[src/rtl/slow_clock_monitor_if.sv]
// ---------------------------------------------------------------------------
// slow_clock_monitor_if
// Groups the monitored slow clock and the measurement results of
// slow_clock_monitor into one bundle.
//   slave  modport : the monitor (samples slow_clk_in, drives results)
//   master modport : the user/environment (drives slow_clk_in, reads results)
// Signals:
//   slow_clk_in  - monitored signal, asynchronous to the fast clock
//   rise_tick    - one-cycle pulse per synchronized rising edge
//   fall_tick    - one-cycle pulse per synchronized falling edge
//   period       - last rise-to-rise interval in fast cycles
//   high_time    - last rise-to-fall interval in fast cycles
//   period_valid - one-cycle pulse when period is updated
//   locked       - two consecutive published periods were equal
//   stalled      - no rising edge within the timeout window
// ---------------------------------------------------------------------------
interface slow_clock_monitor_if #(
    parameter int CNT_WIDTH = 28
);
    logic                 slow_clk_in;
    logic                 rise_tick;
    logic                 fall_tick;
    logic [CNT_WIDTH-1:0] period;
    logic [CNT_WIDTH-1:0] high_time;
    logic                 period_valid;
    logic                 locked;
    logic                 stalled;

    modport slave (
        input  slow_clk_in,
        output rise_tick,
        output fall_tick,
        output period,
        output high_time,
        output period_valid,
        output locked,
        output stalled
    );

    modport master (
        output slow_clk_in,
        input  rise_tick,
        input  fall_tick,
        input  period,
        input  high_time,
        input  period_valid,
        input  locked,
        input  stalled
    );
endinterface

[src/rtl/slow_clock_monitor.sv]
// ---------------------------------------------------------------------------
// slow_clock_monitor
// Fast-domain monitor for a slow/divided clock. Synchronizes the slow signal
// into the clock_in domain, produces rise/fall ticks usable as clock
// enables, measures period and high time in clock_in cycles, reports lock
// when consecutive periods match and flags a stall after TIMEOUT cycles
// without a rising edge.
// Ports:
//   clock_in - fast clock, all logic on its rising edge
//   reset_n  - asynchronous active-low reset
//   mon      - slow_clock_monitor_if.slave bundle (slow input + results)
// Parameters:
//   SYNC_STAGES - synchronizer depth (2..4)
//   CNT_WIDTH   - width of the cycle counter and measurement outputs
//   TIMEOUT     - cycles without a rise before stalled asserts
//                 (2 <= TIMEOUT < 2**CNT_WIDTH)
// ---------------------------------------------------------------------------
module slow_clock_monitor #(
    parameter int                   SYNC_STAGES = 2,
    parameter int                   CNT_WIDTH   = 28,
    parameter logic [CNT_WIDTH-1:0] TIMEOUT     = CNT_WIDTH'(200_000_000)
) (
    input logic                 clock_in,
    input logic                 reset_n,
    slow_clock_monitor_if.slave mon
);

    typedef enum logic [1:0] {
        WAIT_FIRST = 2'd0,
        MEASURE    = 2'd1,
        STALLED    = 2'd2
    } state_t;

    localparam logic [CNT_WIDTH-1:0] CNT_ONE = CNT_WIDTH'(1);
    localparam logic [CNT_WIDTH-1:0] CNT_MAX = TIMEOUT - CNT_ONE;

    logic [SYNC_STAGES-1:0] sync_q;
    logic                   prev_q;
    logic                   sync_s;
    logic                   rise_s;
    logic                   fall_s;

    logic [CNT_WIDTH-1:0]   cnt_q;
    logic [CNT_WIDTH-1:0]   cnt_inc;
    logic                   timeout_hit;

    state_t                 state_q;
    logic                   rise_tick_q;
    logic                   fall_tick_q;
    logic [CNT_WIDTH-1:0]   period_q;
    logic [CNT_WIDTH-1:0]   high_time_q;
    logic                   period_valid_q;
    logic                   locked_q;
    logic                   stalled_q;
    // Set once a period has been published since reset or the last stall;
    // lock may only be declared against a genuinely published period.
    logic                   have_period_q;

    // -----------------------------------------------------------------------
    // Synchronizer and edge detection
    // -----------------------------------------------------------------------
    always_ff @(posedge clock_in or negedge reset_n) begin
        if (!reset_n) begin
            sync_q <= '0;
            prev_q <= 1'b0;
        end else begin
            sync_q <= {sync_q[SYNC_STAGES-2:0], mon.slow_clk_in};
            prev_q <= sync_q[SYNC_STAGES-1];
        end
    end

    assign sync_s = sync_q[SYNC_STAGES-1];
    assign rise_s = sync_s & ~prev_q;
    assign fall_s = ~sync_s & prev_q;

    // -----------------------------------------------------------------------
    // Cycles since the last rise; saturates one below TIMEOUT so that
    // cnt+1 never exceeds TIMEOUT and never wraps.
    // -----------------------------------------------------------------------
    assign cnt_inc     = cnt_q + CNT_ONE;
    assign timeout_hit = (cnt_q == CNT_MAX);

    always_ff @(posedge clock_in or negedge reset_n) begin
        if (!reset_n) begin
            cnt_q <= '0;
        end else if (rise_s) begin
            cnt_q <= '0;
        end else if (!timeout_hit) begin
            cnt_q <= cnt_inc;
        end
    end

    // -----------------------------------------------------------------------
    // Measurement state machine with registered outputs. The rise branch is
    // tested before the timeout branch so a rise coinciding with the
    // timeout cycle is treated as a normal edge.
    // -----------------------------------------------------------------------
    always_ff @(posedge clock_in or negedge reset_n) begin
        if (!reset_n) begin
            state_q        <= WAIT_FIRST;
            rise_tick_q    <= 1'b0;
            fall_tick_q    <= 1'b0;
            period_q       <= '0;
            high_time_q    <= '0;
            period_valid_q <= 1'b0;
            locked_q       <= 1'b0;
            stalled_q      <= 1'b0;
            have_period_q  <= 1'b0;
        end else begin
            rise_tick_q    <= rise_s;
            fall_tick_q    <= fall_s;
            period_valid_q <= 1'b0;

            case (state_q)
                WAIT_FIRST: begin
                    if (rise_s) begin
                        state_q <= MEASURE;
                    end else if (timeout_hit) begin
                        state_q       <= STALLED;
                        stalled_q     <= 1'b1;
                        locked_q      <= 1'b0;
                        have_period_q <= 1'b0;
                    end
                end

                MEASURE: begin
                    if (rise_s) begin
                        period_q       <= cnt_inc;
                        period_valid_q <= 1'b1;
                        locked_q       <= have_period_q && (cnt_inc == period_q);
                        have_period_q  <= 1'b1;
                    end else if (timeout_hit) begin
                        state_q       <= STALLED;
                        stalled_q     <= 1'b1;
                        locked_q      <= 1'b0;
                        have_period_q <= 1'b0;
                    end
                    if (fall_s) begin
                        high_time_q <= cnt_inc;
                    end
                end

                STALLED: begin
                    // Recovery edge only restarts measurement; the interval
                    // up to it is meaningless and is not published.
                    if (rise_s) begin
                        state_q   <= MEASURE;
                        stalled_q <= 1'b0;
                    end
                end

                default: begin
                    state_q <= WAIT_FIRST;
                end
            endcase
        end
    end

    assign mon.rise_tick    = rise_tick_q;
    assign mon.fall_tick    = fall_tick_q;
    assign mon.period       = period_q;
    assign mon.high_time    = high_time_q;
    assign mon.period_valid = period_valid_q;
    assign mon.locked       = locked_q;
    assign mon.stalled      = stalled_q;

endmodule

[src/flat_wrapper.sv]
// flat-port wrapper written by rule: the top's interface ports become plain ports
module slow_clock_monitor_flat 
#(
    parameter int                   SYNC_STAGES = 2,
    parameter int                   CNT_WIDTH   = 28,
    parameter logic [CNT_WIDTH-1:0] TIMEOUT     = CNT_WIDTH'(200_000_000)
)
  (clock_in, reset_n, mon_slow_clk_in, mon_rise_tick, mon_fall_tick, mon_period, mon_high_time, mon_period_valid, mon_locked, mon_stalled);
  slow_clock_monitor_if #(.CNT_WIDTH(CNT_WIDTH)) mon_i ();
  input logic clock_in;
  input logic reset_n;
  input wire logic [$bits(mon_i.slow_clk_in)-1:0] mon_slow_clk_in;
  output wire logic [$bits(mon_i.rise_tick)-1:0] mon_rise_tick;
  output wire logic [$bits(mon_i.fall_tick)-1:0] mon_fall_tick;
  output wire logic [$bits(mon_i.period)-1:0] mon_period;
  output wire logic [$bits(mon_i.high_time)-1:0] mon_high_time;
  output wire logic [$bits(mon_i.period_valid)-1:0] mon_period_valid;
  output wire logic [$bits(mon_i.locked)-1:0] mon_locked;
  output wire logic [$bits(mon_i.stalled)-1:0] mon_stalled;
  assign mon_i.slow_clk_in = mon_slow_clk_in;
  assign mon_rise_tick = mon_i.rise_tick;
  assign mon_fall_tick = mon_i.fall_tick;
  assign mon_period = mon_i.period;
  assign mon_high_time = mon_i.high_time;
  assign mon_period_valid = mon_i.period_valid;
  assign mon_locked = mon_i.locked;
  assign mon_stalled = mon_i.stalled;
  slow_clock_monitor #(.SYNC_STAGES(SYNC_STAGES), .CNT_WIDTH(CNT_WIDTH), .TIMEOUT(TIMEOUT)) u_core (.clock_in(clock_in), .reset_n(reset_n), .mon(mon_i));
endmodule
[config.mk]
export PLATFORM = sky130hd
export DESIGN_NAME = slow_clock_monitor_flat
export DESIGN_NICKNAME = d
export VERILOG_FILES = /design/src/rtl/slow_clock_monitor_if.sv /design/src/rtl/slow_clock_monitor.sv /design/src/flat_wrapper.sv
export SDC_FILE = /design/constraint.sdc
export NUM_CORES = 1
export LEC_CHECK = 0
export ABC_AREA = 1
export BUFFER_PORTS_ARGS = -buffer_cell sky130_fd_sc_hd__buf_2
export CORE_MARGIN = 2
export CORE_UTILIZATION = 45
export CTS_CLUSTER_SIZE = 12
export DETAILED_ROUTE_END_ITERATION = 12
export PLACE_DENSITY_LB_ADDON = 0.15
export SLEW_MARGIN = 20
export SYNTH_ARGS = -nofsm -noshare
export SYNTH_HDL_FRONTEND = slang
export SYNTH_SLANG_ARGS = --single-unit
[constraint.sdc]
create_clock -name clock_in -period 1.75 [get_ports clock_in]
set_clock_uncertainty 0.15 [all_clocks]
set_input_delay 0.175 -clock clock_in [delete_from_list [all_inputs] [get_ports clock_in]]
set_output_delay 0.175 -clock clock_in [all_outputs]
set_load 0.005 [all_outputs]
==> flow_summary_export.csv, run 1 <==
group,metric,value,unit
cells_and_area,n_antenna_cell,0,
die,fp.dieW,107.7,um
critical_path,r2r_cells,15,
power,ir_drop,572.3,uV
timing,finalHoldViolCount,0,
synth,syn_area,4837,sq um
run,cap_viol_max_count,0,
timing,post-route-min-period,2088,ps
cts,clockBufferDepth,2,
outcome,violations,"negative setup slack",
die,dieArea,11600,sq um
global_route,globalRouteTotalUtil,27.13,%
synth,synth_nets,658,
critical_path,start_kind,"flop",
cells_and_area,nFillCells,850,
global_route,antenna_found_initial,0,
cts,cts.clk_slew.worst_paths,90,ps
synth,synth-edff-count,0,
critical_path,critical_path_arrival,2210,ps
synth,ys.flop_type,"dfrtp_1",
cts,tritoncts,"built",
timing,slew_violations,0,
cts,cts_buffers,9,
synth,ys.warnings.count,0,
worst_hold_path,hp-class,"reg2reg",
cells_and_area,finalNetCount,858,
die,pin_count,64,
timing,min_period_over_period,119.3,%
cells_and_area,syn2layout_area_growth,50.65,%
timing,setup_violations,44,
cts,cts-root-buf,"clkbuf_8",
critical_path,rr_endpoint,"u_core.mon.locked",
critical_path,reg2reg_setup_slack,-340,ps
synth,netlist_top_cells_area,"dfrtp_1 49%, nand2_1 18%, o21ai_0 6.5%",
placement,port_buffers,63,
cells_and_area,seqCellArea,2381,sq um
synth,postSynth.asyncResetShare,100.0,%
route,ant_nets,0,
critical_path,endpoint,"u_core.mon.locked",
timing,relSlewSlack,65.62,%
power,p_leak,3.650,nW
critical_path,crit_path_top_delay_cell,"dfrtp_1",
synth,ys_ff_latch,95,
synth,syn_area_per_cell,7.396,sq um
outcome,status,"finished with violations",
timing,timing.fmax,478.9,MHz
die,core_region_area,10370,sq um
route,num_vias,5012,
power,totalPowerFinal,4.893,mW
cts,clkLatencyLatePin,380,ps
cells_and_area,multi_input_area,2785,sq um
synth,seq_area_frac_synth,49.15,%
critical_path,r2r_start,"u_core.cnt_q[3]",
global_route,grt_pass1_wl,24140,um
placement,gp_congestion,0.9815,
route,drt_drc_violations_left,0,
placement,hpwlAfterDp,10700,um
route,wl,15120,um
timing,max_slew.worst_pin.slew,515.7,ps
critical_path,crit_path_frequent_cell,"nand2_1",
route,dr.pass1.iters,4,
timing,postLayoutSetupSlackWorst,-338.0,ps
placement,pre_cts_ws,-503.6,ps
synth,synth_top_area_share,49.15,%
die,initial_utilization,46.65,%
global_route,grt_pass1_vias,4869,
die,fp.dieH,107.7,um
critical_path,end_kind,"flop",
cells_and_area,final_common_cell,"nand2_1",
route,wl_per_cell,15.21,um
cells_and_area,layout_common_cells,"177 x nand2_1, 108 x buf_4, 92 x dfrtp_1",
critical_path,crit_fanout,6,
critical_path,crit_start,"u_core.cnt_q[3]",
power,p_per_area,671.5,nW/um^2
synth,synth.distinct_cells,24,
route,via_per_inst,5.042,
cts,clock_sinks,95,
synth,synthCells,654,
cts,cts.htree.levels,3,
critical_path,critPathRequiredTime,1880,ps
critical_path,slowest_delay,420,ps
synth,yosysTopAreaCell,"dfrtp_1",
route,first_iter_violations,213,
die,num_rows,37,
cells_and_area,drive_above_1_share,43.01,%
critical_path,path_cells,"buf_4, inv_1, nor2_4, nand2_4, nor2_4, buf_6, nand2_4, nand3_1, nand2_1, nand2_2, nor2_2, nand2_1, nor2_1, nand3_1, nand2_1",
timing,rsz0062_at_grt,"true",
global_route,grt_remaining_overflow,0,
global_route,grt_max_degree,96,
critical_path,worst-setup-path-type,"reg2reg",
-- cells by family (layout without fill, tap and decap cells) --
logic type,Yosys count,count (layout),synth area share [%]
xor+xnor,1,1,0.1811
flops,95,95,49.15
compound gates,74,74,7.837
fa+ha+maj,1,1,0.2586
buf+inv,78,282,6.078
simple gates,405,405,36.50
-- layer usage --
metal | share of wire (%) | vias up | track usage [%]
met5 | 0 | - | 0
met4 | 2.5 | 0 | 9.524
met3 | 3.4 | 27 | 3.511
met2 | 48 | 100 | 44.38
met1 | 46 | 2393 | 37.03
li1 | - | 2492 | -
-- metrics by stage --
stage          util [%]  setup TNS (ps)  instances  hold slack (ps)  cell area [sq um]
6_report          70.27           -4802        994            211.3               7287
5_1_grt           70.27           -9884        994            236.8               7287
4_1_cts           66.01           -3503        986            217.7               6845
3_5_place_dp      59.72           -7191        958            121.6               6193
3_3_place_gp      59.72           -5220        958            106.8               6193
2_1_floorplan         -          -315.4        654           -270.6               4850
-- cell usage after synthesis (2+ instances only) --
cell and instances:
a21oi_1 7, and2_1 2, clkbuf_1 14, dfrtp_1 95
inv_1 62, nand2_1 230, nand2_2 8, nand3_1 52
nand3b_1 10, nand4_1 12, nor2_1 70, nor2_2 5
nor2_4 7, nor3_1 3, nor4_1 4, o21ai_0 63
o21bai_1 3
-- what timing repair did --
action | 4_1_cts | 5_1_grt
gates cloned | 0 | 0
gates resized for setup | 111 | 121
hold buffers | 2 | 0
buffers inserted | 14 | 10
endpoints found under the setup margin | 58 | 75
pin swaps | 31 | 34
endpoints found under the hold margin | 96 | 0
-- registers in the layout, summed over array words and instances (netlist names) --
signal and count:
u_core.sync_q 2, u_core.mon.period 28, u_core.mon.rise_tick 1, u_core.mon.stalled 1
u_core.state_q 2, u_core.cnt_q 28, u_core.mon.high_time 28, u_core.mon.fall_tick 1
u_core.prev_q 1, u_core.mon.period_valid 1, u_core.mon.locked 1, u_core.have_period_q 1
-- layout make-up --
cell class                 instances  share of cell area [%]
multi-input combinational        481                   38.22
sequential                        95                   32.68
timing repair buffer             204                   20.78
inverter                          63                   3.280
tap                              136                   2.335
clock buffer                      12                   2.129
clock inverter                     3                  0.5838
-- power breakdown --
part	internal (mW)	total [mW]	switching, mW	leakage [nW]
Clock	0.729	1.50	0.766	0.0985
Sequential	2.32	2.44	0.119	1.29
Combinational	0.434	0.955	0.521	2.26
-- critical path, delay by kind of cell (launching register included) --
| kind | cells | cell delay (ps) |
|---|---|---|
| simple gates | 12 | 1050 |
| flops | 1 | 420 |
| buf+inv | 3 | 360 |
-- worst min-delay path by stage --
stage	to	from	cells after the start
after floorplan	u_core.cnt_q[0]	reset_n	0
after global placement	u_core.mon.high_time[1]	reset_n	2
after detailed placement	u_core.mon.high_time[1]	reset_n	2
after CTS	u_core.sync_q[1]	u_core.sync_q[0]	0
after global routing	u_core.sync_q[1]	u_core.sync_q[0]	0
final	u_core.sync_q[1]	u_core.sync_q[0]	0
Note: power is estimated with default switching activity, not from simulation.
==> run 2: changes to the inputs <==
--- a/config.mk
+++ b/config.mk
@@ -7,12 +7,15 @@
 export LEC_CHECK = 0
 export ABC_AREA = 1
 export BUFFER_PORTS_ARGS = -buffer_cell sky130_fd_sc_hd__buf_2
+export CORE_ASPECT_RATIO = 1.5
 export CORE_MARGIN = 2
 export CORE_UTILIZATION = 45
 export CTS_CLUSTER_SIZE = 12
 export DETAILED_ROUTE_END_ITERATION = 12
 export PLACE_DENSITY_LB_ADDON = 0.15
+export SETUP_SLACK_MARGIN = 0.2
 export SLEW_MARGIN = 20
 export SYNTH_ARGS = -nofsm -noshare
 export SYNTH_HDL_FRONTEND = slang
 export SYNTH_SLANG_ARGS = --single-unit
+export TNS_END_PERCENT = 30
==> flow_summary_export.csv, run 2 (synthesis gave the netlist of run 1 again) <==
group,metric,value,unit
global_route,grt_max_degree,96,
power,swShare,27.88,%
placement,dp.cells,963,
cells_and_area,seqCellArea,2381,sq um
cells_and_area,nFillCells,876,
cells_and_area,final_common_cell,"nand2_1",
global_route,antenna_found_initial,0,
timing,max_slew.worst_pin.slew,532.8,ps
route,drt_drc_violations_left,0,
die,fp.dieH,131.0,um
critical_path,critical_path_arrival,2310,ps
placement,port_buffers,63,
cts,cts.htree.levels,3,
die,num_rows,46,
timing,setup_violations,36,
power,p_clk_share,37.2,%
cells_and_area,n_antenna_cell,0,
outcome,violations,"negative setup slack",
cells_and_area,syn2layout_area_growth,49.30,%
timing,postLayoutSetupSlackWorst,-418.7,ps
power,p_int,3.840,mW
route,wl_met2,8326,um
cts,cts-root-buf,"clkbuf_16",
timing,timing.fmax,461.1,MHz
cts,cts.clk_slew.worst_paths,70,ps
placement,hpwlAfterDp,11020,um
timing,relSlewSlack,64.48,%
route,met1_length,5833,um
timing,tns,-4203,ps
cells_and_area,multi_input_area,2600,sq um
cts,clock_sinks,95,
power,p_per_area,737.2,nW/um^2
route,dr.pass1.iters,4,
die,fp.dieW,88.66,um
route,wl_per_cell,15.11,um
cells_and_area,layout_common_cells,"197 x nand2_1, 119 x buf_4, 92 x dfrtp_1",
outcome,status,"finished with violations",
power,p_leak,3.665,nW
power,ir_drop,455.4,uV
cts,cts_buffers,9,
global_route,grt_pass1_wl,23550,um
power,p_switching,1.484,mW
die,core_region_area,10530,sq um
power,pwr-share-comb,16.9,%
global_route,grt_pass1_vias,4894,
route,first_iter_violations,255,
die,pin_count,64,
run,cap_viol_max_count,0,
critical_path,crit_fanout,4,
critical_path,worst-setup-path-type,"reg2reg",
route,top_layer_used,"met4",
timing,finalHoldViolCount,0,
timing,min_period_over_period,123.9,%
cts,clockBufferDepth,2,
timing,rsz0062_at_grt,"true",
worst_hold_path,hp-class,"reg2reg",
cells_and_area,stdcell_count,1006,
critical_path,start_kind,"flop",
route,ant_nets,0,
cts,clkLatencyLatePin,350,ps
critical_path,critPathRequiredTime,1890,ps
cts,tritoncts,"built",
die,initial_utilization,45.93,%
die,dieArea,11610,sq um
placement,gp_congestion,0.9011,
global_route,grt_remaining_overflow,0,
cells_and_area,drive_above_1_share,38.86,%
cells_and_area,finalNetCount,861,
timing,slew_violations,0,
power,seq_power_share,45.9,%
timing,post-route-min-period,2169,ps
route,num_vias,5034,
route,via_per_inst,5.004,
route,wl_met3,409,um
power,totalPowerFinal,5.324,mW
global_route,globalRouteTotalUtil,26.92,%
critical_path,end_kind,"flop",
route,wl,15200,um
## run 2: cell types whose count changed in the layout (fill, tap and decap cells not counted), moves of 11 or more
cell / before / now
nand2_2: 46 / 29
buf_6: 30 / 19
nor2_1: 38 / 49
buf_4: 108 / 119
nand2_1: 177 / 197
## run 2: worst paths after layout
path                                   from                      end  slack [ps]  cells after the start
max                         u_core.cnt_q[9]        u_core.mon.locked        -420                     14
min                        u_core.sync_q[0]         u_core.sync_q[1]         220                      0
max reg2reg                 u_core.cnt_q[9]        u_core.mon.locked        -420                     14
min reg2reg                u_core.sync_q[0]         u_core.sync_q[1]         220                      0
max in group asynchronous           reset_n          u_core.cnt_q[0]         730                      3
min in group asynchronous           reset_n  u_core.mon.high_time[5]         240                      3
## run 2: routing by layer
| layer | track usage [%] | vias up |
|---|---|---|
| met5 | 0 | - |
| met4 | 14.88 | 0 |
| met3 | 3.580 | 42 |
| met2 | 49.43 | 120 |
| met1 | 29.05 | 2376 |
| li1 | - | 2496 |
## run 2: what timing repair did
item | CTS | global route
hold buffers | 2 | 0
gates resized for setup | 79 | 76
pin swaps | 22 | 15
endpoints found under the hold margin | 96 | 0
endpoints found under the setup margin | 84 | 85
buffers inserted | 20 | 5
## run 2: metrics by stage
| step | setup WS [ps] | instance area, sq um | hold WS (ps) | util, % |
|---|---|---|---|---|
| after floorplan | -136.8 | 4850 | -270.6 | - |
| after global placement | -475.7 | 6181 | 109.5 | 58.68 |
| after detailed placement | -560.7 | 6181 | 121.2 | 58.68 |
| after CTS | -387.5 | 6924 | 219.6 | 65.74 |
| after global routing | -546.4 | 7222 | 222.1 | 68.57 |
| final | -418.7 | 7222 | 215.4 | 68.57 |
## run 2: critical path, stage by stage, from the launching register on
cell and delay (ps):
dfrtp_1 460, buf_6 140, nand2_2 80, nor2_4 170, buf_4 150, nand2_1 70
nand2_1 110, nand3_1 80, nand2_1 70, nand2_1 90, nor2_2 200, nand2_1 80
nor2_1 100, nand3_1 90, nand2_1 70
## run 2: power groups by stage
stage	registers (mW)	logic, mW	clock network (mW)
final	2.44	0.898	1.98
after floorplan	2.47	0.330	0
after global placement	2.47	0.747	0
after detailed placement	2.48	0.763	0
after global routing	2.45	1.01	2.11
after CTS	2.44	0.820	2.03
## run 2: final cells by class
cell class                      instances  share of cell area (%)
Clock buffer                            9                   3.119
Clock inverter                          7                  0.9702
Inverter                               63                   3.309
Multi-Input combinational cell        481                   36.00
Sequential cell                        95                   32.97
Tap cell                              144                   2.495
Timing Repair Buffer                  207                   21.14
